## src/rtl/bp_dram_app_model.sv

```systemverilog
// Behavioural DRAM controller model presenting a MIG-style application
// interface. Commands and write beats are queued separately; a single in-order
// engine services one burst at a time against an internal beat array. Reads
// return through a fixed-latency pipeline. Calibration and UI reset are
// modelled with a saturating counter started at reset release.
//
// Ports:
//   clk_i                  clock, all state on the rising edge
//   reset_i                asynchronous active-high reset
//   app                    application interface (slave side)
//   init_calib_complete_o  high once the calibration counter saturates
//   ui_clk_sync_rst_o      UI reset, high for the first cycles after reset
//   dbg_state_o            engine state (0 idle, 1 write, 2 read)
//   dbg_wdf_end_err_o      sticky: a write beat's end flag disagreed with
//                          its position in the burst

// Small synchronous FIFO; ready/full is derived from the occupancy before any
// same-cycle pop, so a push into a full FIFO is refused even while it drains.
module bp_dram_app_model_fifo #(
  parameter int width_p = 8,
  parameter int els_p   = 4
) (
  input  logic               clk_i,
  input  logic               reset_i,
  input  logic               v_i,
  input  logic [width_p-1:0] data_i,
  input  logic               yumi_i,
  output logic [width_p-1:0] data_o,
  output logic               full_o,
  output logic               empty_o
);
  localparam int ptr_w = (els_p > 1) ? $clog2(els_p) : 1;
  localparam int cnt_w = $clog2(els_p + 1);
  localparam logic [ptr_w-1:0] last_ptr = ptr_w'(els_p - 1);

  logic [width_p-1:0] mem_r [els_p];
  logic [ptr_w-1:0]   wptr_r, rptr_r;
  logic [cnt_w-1:0]   cnt_r;
  logic               enq, deq;

  assign full_o  = (cnt_r == cnt_w'(els_p));
  assign empty_o = (cnt_r == '0);
  assign enq     = v_i & ~full_o;
  assign deq     = yumi_i & ~empty_o;
  assign data_o  = mem_r[rptr_r];

  always_ff @(posedge clk_i) begin
    if (enq) mem_r[wptr_r] <= data_i;
  end

  always_ff @(posedge clk_i or posedge reset_i) begin
    if (reset_i) begin
      wptr_r <= '0;
      rptr_r <= '0;
      cnt_r  <= '0;
    end else begin
      if (enq) wptr_r <= (wptr_r == last_ptr) ? '0 : wptr_r + ptr_w'(1);
      if (deq) rptr_r <= (rptr_r == last_ptr) ? '0 : rptr_r + ptr_w'(1);
      cnt_r <= cnt_r + cnt_w'(enq) - cnt_w'(deq);
    end
  end
endmodule

```

## config.mk

```make
export PLATFORM = sky130hd
export DESIGN_NAME = bp_dram_app_model_fifo
export DESIGN_NICKNAME = d
export VERILOG_FILES = /design/src/rtl/bp_dram_app_model.sv
export SDC_FILE = /design/constraint.sdc
export NUM_CORES = 1
export LEC_CHECK = 0
export CORE_MARGIN = 2
export CORE_UTILIZATION = 53
export CTS_CLUSTER_DIAMETER = 120
export DETAILED_ROUTE_END_ITERATION = 10
export GPL_ROUTABILITY_DRIVEN = 0
export PLACE_DENSITY_LB_ADDON = 0.25
export SLEW_MARGIN = 20
export SYNTH_ARGS = -nofsm -noshare
export SYNTH_HDL_FRONTEND = slang
export SYNTH_SLANG_ARGS = --single-unit
```

## constraint.sdc

```tcl
create_clock -name clk_i -period 2.6 [get_ports clk_i]
set_input_delay 0.78 -clock clk_i [delete_from_list [all_inputs] [get_ports clk_i]]
set_output_delay 0.78 -clock clk_i [all_outputs]
set_load 0.01 [all_outputs]
```

==> qor.txt, run 1 <==
# DRC: 0
vias per cell: 5.473
Min Hold Slack: 601.2 ps
layout cell share with drive strength beyond 1: 23.48%
design area: 1948 um^2
P per Cell Area: 1025 nW/um^2
CTS Buf Count: 5
CTS max path bufs: 2
Max-cap violations: 0
CP Class: register to output pin
Area after DPL: 1912 um^2
H-tree level count: 2
vias in the first global route: 814
Reg2Reg Setup Slack: 420 ps
Synth Warn #: 0
max incr delay on CP: 490 ps
Most used DFF post-synth: edfxtp_1
leak pwr: 0.7404 nW
fin cells: 146
top-count cell post-synth: edfxtp_1
Setup WS pre-CTS: -141.8 ps
Yosys cell types: 19
Seq/Total Area, Yosys: 70.72%
most frequent cells after synthesis: 32 x edfxtp_1, 8 x inv_1, 8 x mux4_2
final hold viol count: 0
critical path launch point type: register
Initial Utilization: 56.79%
placed cells: 139
CP max FO: 5
status: complete, no violations
Fmax: 0.4086 GHz
Post-Syn Area: 1607 um^2
core area: 2829 um^2
CTS sink count: 39
Tot Pwr: 1.997 mW
flop and latch count out of synthesis: 39
Die H: 59.06 um
setup bufs post-CTS: 0
hold path cells: 1
Worst slew margin: 70.88%
critical path required time: 1820 ps
class of the worst hold path: register to register
TritonCTS clock tree: built
Total GRT Usage: 16.33%
NumNets Final: 135
Worst Slack Setup Final: 152.4 ps
Final min period: 2448 ps
final worst path period share: 94.14%
fillers: 189
root buffer cell: clkbuf_4
detailed-route via count: 799
FF-to-FF Start: cnt_r[1]
Iter 0 DRT Violations: 19
Die Footprint: 3487 um^2
Ports: 22
die width: 59.06 um
top sig layer: met4
Clk Latency, worst-skew pair: 340 ps
WHS Endpoint: cnt_r[0]
worst-margin pin slew: 436.8 ps
CP max-delay cell: mux4_2
Clock Skew: 7.682 ps
Max VDD drop: 0.5835 mV
Hold Path Origin: cnt_r[0]
Setup Viol. Count Final: 0
share of the synthesized area in the top cell type: 59.81%
Cells after Synth: 82
Worst-path clk slew: 100 ps
largest net degree at the start of global routing: 12
initial antenna violation count: 0
Area contributors post-synth: edfxtp_1 60%, mux4_2 11%, dfrtp_1 11%
reg-to-reg endpoint: cnt_r[2]
EDFF count, synth: 32
Synth area leader: edfxtp_1
total grt overflow: 0
Post-Syn Nets: 102
share of flip-flops with an asynchronous set or reset: 17.95%
Reg2Reg Depth: 9
drt wl/cell: 16.19 um
Crit. End Element: output pin
Antenna diodes: 0
met2 WL: 1.230 mm
syn_area_per_cell: 19.59 um^2
metal3 WL: 117 um
WL final: 2.364 mm
critical path cell sequence: buf_4 -> mux4_2 -> dlygate4sd2_1
port bufs: 21
Final ANT Viol Nets: 0
M1 wire length: 957 um
RSZ-0062 raised after global routing: false
max-slew violation count: 0
Rows: 19
P&R area growth vs syn: 21.26%
Post-DP HPWL: 1.713 mm
CP arrival: 1670 ps
DR pass1 iterations: 4
first-pass GRT wire length: 3.836 mm
## per-layer routing
layer,vias to the layer above,GRT usage [%]
met5,-,0
met3,7,6.114
met4,0,7.792
li1,380,-
met2,18,27.46
met1,394,18.36
## power by group
group	leakage [nW]	switching, mW	total [mW]	internal, mW
registers	0.376	0.103	0.948	0.844
logic	0.336	0.329	0.776	0.447
clock network	0.0285	0.177	0.273	0.0957
total	0.740	0.609	2.00	1.39
## how the worst max path moves through the flow
stage	start	to	slack (ps)	cells past startpoint
floorplan	v_i	cnt_r[2]	330	8
global placement	v_i	cnt_r[2]	-70	9
detailed placement	v_i	cnt_r[2]	-140	9
CTS	rptr_r[0]	data_o[1]	120	3
global route	rptr_r[0]	data_o[1]	70	3
finish	rptr_r[0]	data_o[1]	150	3
## through the flow
step           util [%]  setup TNS (ps)
4_1_cts           68.86               0
3_5_place_dp      67.58          -141.8
5_1_grt           68.86               0
3_3_place_gp      67.58          -71.17
6_report          68.86               0
2_1_floorplan         -               0
## logic make-up after synthesis
logic type | count (synthesis) | synth area share [%]
buffers and inverters | 10 | 2.414
adder cells (fa/ha/maj) | 8 | 6.698
AND/OR/NAND/NOR | 11 | 5.140
AO/OA/AOI/OAI | 1 | 0.3897
XOR/XNOR | 2 | 1.091
multiplexers | 11 | 13.55
flip-flops | 39 | 70.72
## placed cells by master, fill, tap and decap left out, drive strengths merged
cell type	synthesis	final
and2	4	4
buf	1	7
clkbuf	1	5
clkdlybuf4s50	0	13
clkinv	0	2
dfrtp	7	7
dlygate4sd2	0	8
edfxtp	32	32
fa	1	1
ha	7	7
inv	8	8
mux2	3	3
mux4	8	8
nand2	1	1
nand2b	1	1
nor2	2	2
nor2b	1	1
nor3	1	1
nor3b	1	1
o22ai	1	1
xnor2	2	2
## cell type report
class / instances / area [um^2] / share of cell area, %
Tap cell: 31 / 38.79 / 1.991
Clock buffer: 5 / 37.54 / 1.927
Multi-Input combinational cell: 33 / 431.7 / 22.16
Clock inverter: 2 / 8.758 / 0.4496
Timing Repair Buffer: 28 / 265.3 / 13.62
Inverter: 8 / 30.03 / 1.541
Sequential cell: 39 / 1136 / 58.32
## registers in the layout, indices dropped and copies added, names as in the netlist
| signal | count |
|---|---|
| cnt_r | 3 |
| mem_r | 32 |
| rptr_r | 2 |
| wptr_r | 2 |
## repair_timing
| action | CTS | global route |
|---|---|---|
| hold buffers | 0 | 0 |
| endpoints found under the setup margin | 8 | 0 |
| resized for setup | 8 | 0 |
## worst max-delay path, delay by kind of cell, from the launching register on
family | cells | cell delay, ps
muxes | 1 | 490
buffers and inverters | 2 | 460
DFF | 1 | 380
Power figures use the tool's default switching activity.
==> run 2, diff against run 1 <==
--- a/config.mk
+++ b/config.mk
@@ -5,13 +5,13 @@
 export SDC_FILE = /design/constraint.sdc
 export NUM_CORES = 1
 export LEC_CHECK = 0
-export CORE_MARGIN = 2
+export CORE_MARGIN = 1.5
 export CORE_UTILIZATION = 53
 export CTS_CLUSTER_DIAMETER = 120
 export DETAILED_ROUTE_END_ITERATION = 10
 export GPL_ROUTABILITY_DRIVEN = 0
 export PLACE_DENSITY_LB_ADDON = 0.25
-export SLEW_MARGIN = 20
+export SLEW_MARGIN = 25
 export SYNTH_ARGS = -nofsm -noshare
 export SYNTH_HDL_FRONTEND = slang
 export SYNTH_SLANG_ARGS = --single-unit
==> qor.txt, run 2 (synthesis results as in run 1) <==
status: complete, no violations
TritonCTS clock tree: built
initial antenna violation count: 0 (unchanged)
commonest non-fill, non-tap cell in the layout: edfxtp_1
placed cells: 136 (-2.2%)
# DRC: 0 (unchanged)
CTS Buf Count: 5 (unchanged)
detailed-route via count: 795 (-0.50%)
H-tree level count: 2 (unchanged)
CP arrival: 1710 ps (+40 ps)
vias per cell: 5.445 (-0.50%)
biggest regs: mem_r x32, cnt_r x3
Final min period: 2486 ps (+37.94 ps)
CTS sink count: 39 (unchanged)
largest net degree at the start of global routing: 13 (+1)
Fmax: 0.4023 GHz (-1.5%)
largest register by flop count: mem_r
drt wl/cell: 16.75 um (+3.5%)
Setup Viol. Count Final: 0 (unchanged)
max-slew violation count: 0 (unchanged)
WL final: 2.446 mm (+3.5%)
Ports: 22 (unchanged)
leak pwr: 0.7446 nW (+0.57%)
critical path required time: 1820 ps (about the same)
DR pass1 iterations: 4 (unchanged)
worst-margin pin slew: 460.3 ps (+23.50 ps)
CTS max path bufs: 2 (unchanged)
NumNets Final: 134 (-0.74%)
Initial Utilization: 57.27% (+0.48 points)
multi-input logic area: 431.7 um^2 (unchanged)
RSZ-0062 raised after global routing: false
Total GRT Usage: 17.18% (+0.86 points)
CP max FO: 4 (-1)
CP max-delay cell: mux4_2
Worst Path Buf+Inv: 2 (unchanged)
P per Cell Area: 1069 nW/um^2 (+4.3%)
final worst path period share: 95.60% (+1.5 points)
vias in the first global route: 877 (+7.7%)
final hold viol count: 0 (unchanged)
Rows: 19 (unchanged)
root buffer cell: clkbuf_4
CP delay by family, top: multiplexers
fillers: 206 (+9.0%)
most frequent cells in the layout: 32 x edfxtp_1, 13 x clkdlybuf4s50_1, 8 x inv_1, 8 x mux4_2, 8 x dlygate4sd2_1
max incr delay on CP: 500 ps (about the same)
total grt overflow: 0 (unchanged)
Tot Pwr: 2.095 mW (+4.9%)
FF+latch area: 1137 um^2 (+0.11%)
Post-DP HPWL: 1.689 mm (-1.4%)
Worst-path clk slew: 110 ps (about the same)
port bufs: 21 (unchanged)
Iter 0 DRT Violations: 11 (-8)
CP Class: register to output pin
Largest register FFs: 32 (unchanged)
Antenna diodes: 0 (unchanged)
Worst slew margin: 69.31% (-1.6 points)
first-pass GRT wire length: 3.953 mm (+3.1%)
fin cells: 146 (unchanged)
Die H: 58.06 um (-1.7%)
Fin Setup TNS: 0 ps (unchanged)
die width: 58.06 um (-1.7%)
Final ANT Viol Nets: 0 (unchanged)
P&R area growth vs syn: 21.96%
critical path cell sequence: buf_4 -> mux4_2 -> dlygate4sd2_1
Max VDD drop: 0.7643 mV (+31%)
Final Util: 69.85% (+0.98 points)
class of the worst hold path: register to register
Clock Skew: 3.512 ps (-4.170 ps)
Max-cap violations: 0 (unchanged)
core area: 2805 um^2 (-0.84%)
Die Footprint: 3370 um^2 (-3.4%)
layout cell share with drive strength beyond 1: 24.35% (+0.87 points)
critical path launch point type: register
Clk Latency, worst-skew pair: 340 ps (about the same)
Crit. End Element: output pin
-- run 2: changes by cell type in the layout (fill, tap and decap cells not counted), sizes merged --
cell    previous run  this run
buf                7         6
bufinv             0         1
-- run 2: worst reg2reg max path, stage by stage, from the launching register on --
cell      delay (ps)
dfrtp_1          440
nor3_1           280
nand2b_4         180
inv_1             40
ha_1             260
inv_1             40
ha_1             180
fa_1             370
xnor2_1          180
xnor2_1          140
-- run 2: final cells by class --
cell class,instances,area share [%]
flip-flops and latches,39,58.05
multi-input cells,33,22.03
repair buffers,27,12.52
clock inverters,3,1.980
well taps,31,1.980
clock buffers,5,1.916
inverters,8,1.533
-- run 2: worst paths after layout --
kind | start | end | slack, ps | depth (start not counted)
hold / removal | cnt_r[0] | cnt_r[0] | 610 | 1
hold reg to reg | cnt_r[0] | cnt_r[0] | 610 | 1
max in group asynchronous | reset_i | rptr_r[0] | 1680 | 2
setup / recovery | rptr_r[0] | data_o[6] | 110 | 3
setup reg to reg | cnt_r[1] | cnt_r[2] | 430 | 9
min in group asynchronous | reset_i | rptr_r[0] | 680 | 2
-- run 2: layer usage --
layer / wire [um] / global-route usage (%)
met4: 53 / 8.638
met1: 1030 / 18.97
met5: 0 / 0
met2: 1224 / 28.90
met3: 137 / 6.696
-- run 2: timing repair --
action | CTS | global route
gates resized for setup | 9 | 0
endpoints found under the hold margin | 0 | 0
hold buffers | 0 | 0
buffers inserted | 2 | 0
endpoints found under the setup margin | 8 | 0
-- run 2: through the flow --
| stage | setup slack (ps) | hold slack [ps] | instance area (um^2) |
|---|---|---|---|
| 2_1_floorplan | 326.3 | 557.9 | 1607 |
| 3_3_place_gp | -73.49 | 568.6 | 1877 |
| 3_5_place_dp | -136.4 | 591.5 | 1877 |
| 4_1_cts | 109.0 | 617.7 | 1959 |
| 5_1_grt | 36.77 | 667.4 | 1959 |
| 6_report | 114.5 | 609.2 | 1959 |
-- run 2: report_power, final --
| group | switching, mW | leakage (nW) | internal (mW) |
|---|---|---|---|
| logic | 0.323 | 0.327 | 0.432 |
| registers | 0.109 | 0.375 | 0.847 |
| clock network | 0.187 | 0.0426 | 0.198 |
| total | 0.619 | 0.745 | 1.48 |
==> run 3, diff against run 2 <==
--- a/config.mk
+++ b/config.mk
@@ -6,7 +6,7 @@
 export NUM_CORES = 1
 export LEC_CHECK = 0
 export CORE_MARGIN = 1.5
-export CORE_UTILIZATION = 53
+export CORE_UTILIZATION = 46
 export CTS_CLUSTER_DIAMETER = 120
 export DETAILED_ROUTE_END_ITERATION = 10
 export GPL_ROUTABILITY_DRIVEN = 0
==> qor.txt, run 3 (synthesis results as in run 1) <==
CP delay by family, top: multiplexers
Reg2Reg Setup Slack: 420 ps (about the same)
H-tree level count: 2 (unchanged)
multi-input logic area: 431.7 um^2 (unchanged)
CP Class: register to output pin
CTS Buf Count: 5 (unchanged)
Initial Utilization: 48.14% (-9.1 points)
Clock Skew: 11.31 ps (+7.794 ps)
CP arrival: 1690 ps (-20 ps)
Die H: 62.10 um (+7.0%)
Worst-path clk slew: 100 ps (about the same)
worst-margin pin slew: 445.7 ps (-14.66 ps)
critical path launch point type: register
Rows: 21 (+2)
detailed-route via count: 799 (+0.50%)
commonest non-fill, non-tap cell in the layout: edfxtp_1
critical path required time: 1820 ps (about the same)
Largest register FFs: 32 (unchanged)
Final min period: 2472 ps (-13.90 ps)
most frequent cells in the layout: 32 x edfxtp_1, 13 x clkdlybuf4s50_1, 8 x inv_1, 8 x mux4_2, 8 x dlygate4sd2_1
largest register by flop count: mem_r
FF+latch area: 1137 um^2 (unchanged)
Iter 0 DRT Violations: 21 (+10)
total grt overflow: 0 (unchanged)
TritonCTS clock tree: built
root buffer cell: clkbuf_4
Clk Latency, worst-skew pair: 340 ps (about the same)
Tot Pwr: 2.131 mW (+1.7%)
Ports: 22 (unchanged)
Max-cap violations: 0 (unchanged)
Die Footprint: 3856 um^2 (+14%)
fillers: 265 (+29%)
status: complete, no violations
Post-DP HPWL: 1.610 mm (-4.7%)
class of the worst hold path: register to register
CTS sink count: 39 (unchanged)
Final ANT Viol Nets: 0 (unchanged)
max-slew violation count: 0 (unchanged)
max incr delay on CP: 490 ps (about the same)
CTS Hold Bufs: 0 (unchanged)
P&R area growth vs syn: 25.16%
Max VDD drop: 0.5885 mV (-23%)
Setup Viol. Count Final: 0 (unchanged)
biggest regs: mem_r x32, cnt_r x3
final worst path period share: 95.06% (-0.53 points)
CP max-delay cell: mux4_2
critical path cell sequence: buf_12 -> mux4_2 -> dlygate4sd2_1
CP max FO: 7 (+3)
NumNets Final: 136 (+1.5%)
core area: 3337 um^2 (+19%)
WL final: 2.320 mm (-5.2%)
Fmax: 0.4046 GHz (+0.56%)
CTS max path bufs: 2 (unchanged)
largest net degree at the start of global routing: 14 (+1)
Crit. End Element: output pin
vias in the first global route: 751 (-14%)
die width: 62.10 um (+7.0%)
vias per cell: 4.902 (-10%)
Antenna diodes: 0 (unchanged)
layout cell share with drive strength beyond 1: 26.50% (+2.1 points)
Total GRT Usage: 14.13% (-3.0 points)
P per Cell Area: 1060 nW/um^2 (-0.91%)
leak pwr: 0.7626 nW (+2.4%)
first-pass GRT wire length: 3.477 mm (-12%)
port bufs: 21 (unchanged)
initial antenna violation count: 0 (unchanged)
drt wl/cell: 14.23 um (-15%)
Worst Path Buf+Inv: 2 (unchanged)
# DRC: 0 (unchanged)
final hold viol count: 0 (unchanged)
RSZ-0062 raised after global routing: false
DR pass1 iterations: 2 (-2)
Worst slew margin: 70.29% (+0.98 points)
Final Util: 60.26% (-9.6 points)
==> run 3: changes by cell type in the layout (fill, tap and decap cells not counted) <==
cell | before | now
clkinv_1 | 1 | 0
buf_4 | 6 | 7
clkinv_4 | 0 | 1
buf_12 | 0 | 1
==> run 3: path summary, 6_finish.rpt <==
path / start / end / cells after the start
min in group asynchronous: reset_i / wptr_r[0] / 2
worst max-delay path: rptr_r[0] / data_o[3] / 3
worst max register to register: cnt_r[1] / cnt_r[2] / 9
worst min register to register: cnt_r[0] / cnt_r[0] / 1
max in group asynchronous: reset_i / rptr_r[0] / 2
worst min-delay path: cnt_r[0] / cnt_r[0] / 1
==> run 3: where the power goes <==
group	switching (mW)	total, mW	internal (mW)	leakage [nW]
clock	0.192	0.394	0.202	0.0452
combinational	0.326	0.785	0.459	0.343
sequential	0.106	0.952	0.845	0.375
total	0.624	2.13	1.51	0.763
==> run 3: per-layer routing <==
metal	vias to the layer above	routed length [um]	track usage, %
met5	-	0	0
li1	376	-	-
met4	0	59	10.03
met2	22	1150	22.32
met1	394	995	16.32
met3	7	115	4.348
==> run 3: worst reg2reg max path, stage by stage (launching register included) <==
cell and delay [ps]:
dfrtp_1 450, nor3_1 270, nand2b_4 180, inv_1 40, ha_1 260, inv_1 40
ha_1 180, fa_1 380, xnor2_1 180, xnor2_1 140
==> run 3: timing repair <==
item / CTS / global route
endpoints found under the hold margin: 0 / 0
endpoints found under the setup margin: 8 / 0
buffers inserted: 2 / 0
resized for setup: 9 / 0
==> run 3: final cells by class <==
class,instances,area share [%]
Clock buffer,5,1.867
Clock inverter,3,2.178
Inverter,8,1.493
Multi-Input combinational cell,33,21.47
Sequential cell,39,56.56
Tap cell,46,2.862
Timing Repair Buffer,29,13.57
==> run 3: through the flow <==
step                hold WS, ps  setup WS (ps)  std cells  setup TNS [ps]  cell area (um^2)
detailed placement        582.4         -127.5        153          -127.5              1923
CTS                       607.8          92.33        163               0              2011
floorplan                 557.9          326.3         82               0              1607
global route              635.8          44.67        163               0              2011
finish                    600.8          128.4        163               0              2011
global placement          572.6         -83.84        153          -83.84              1923
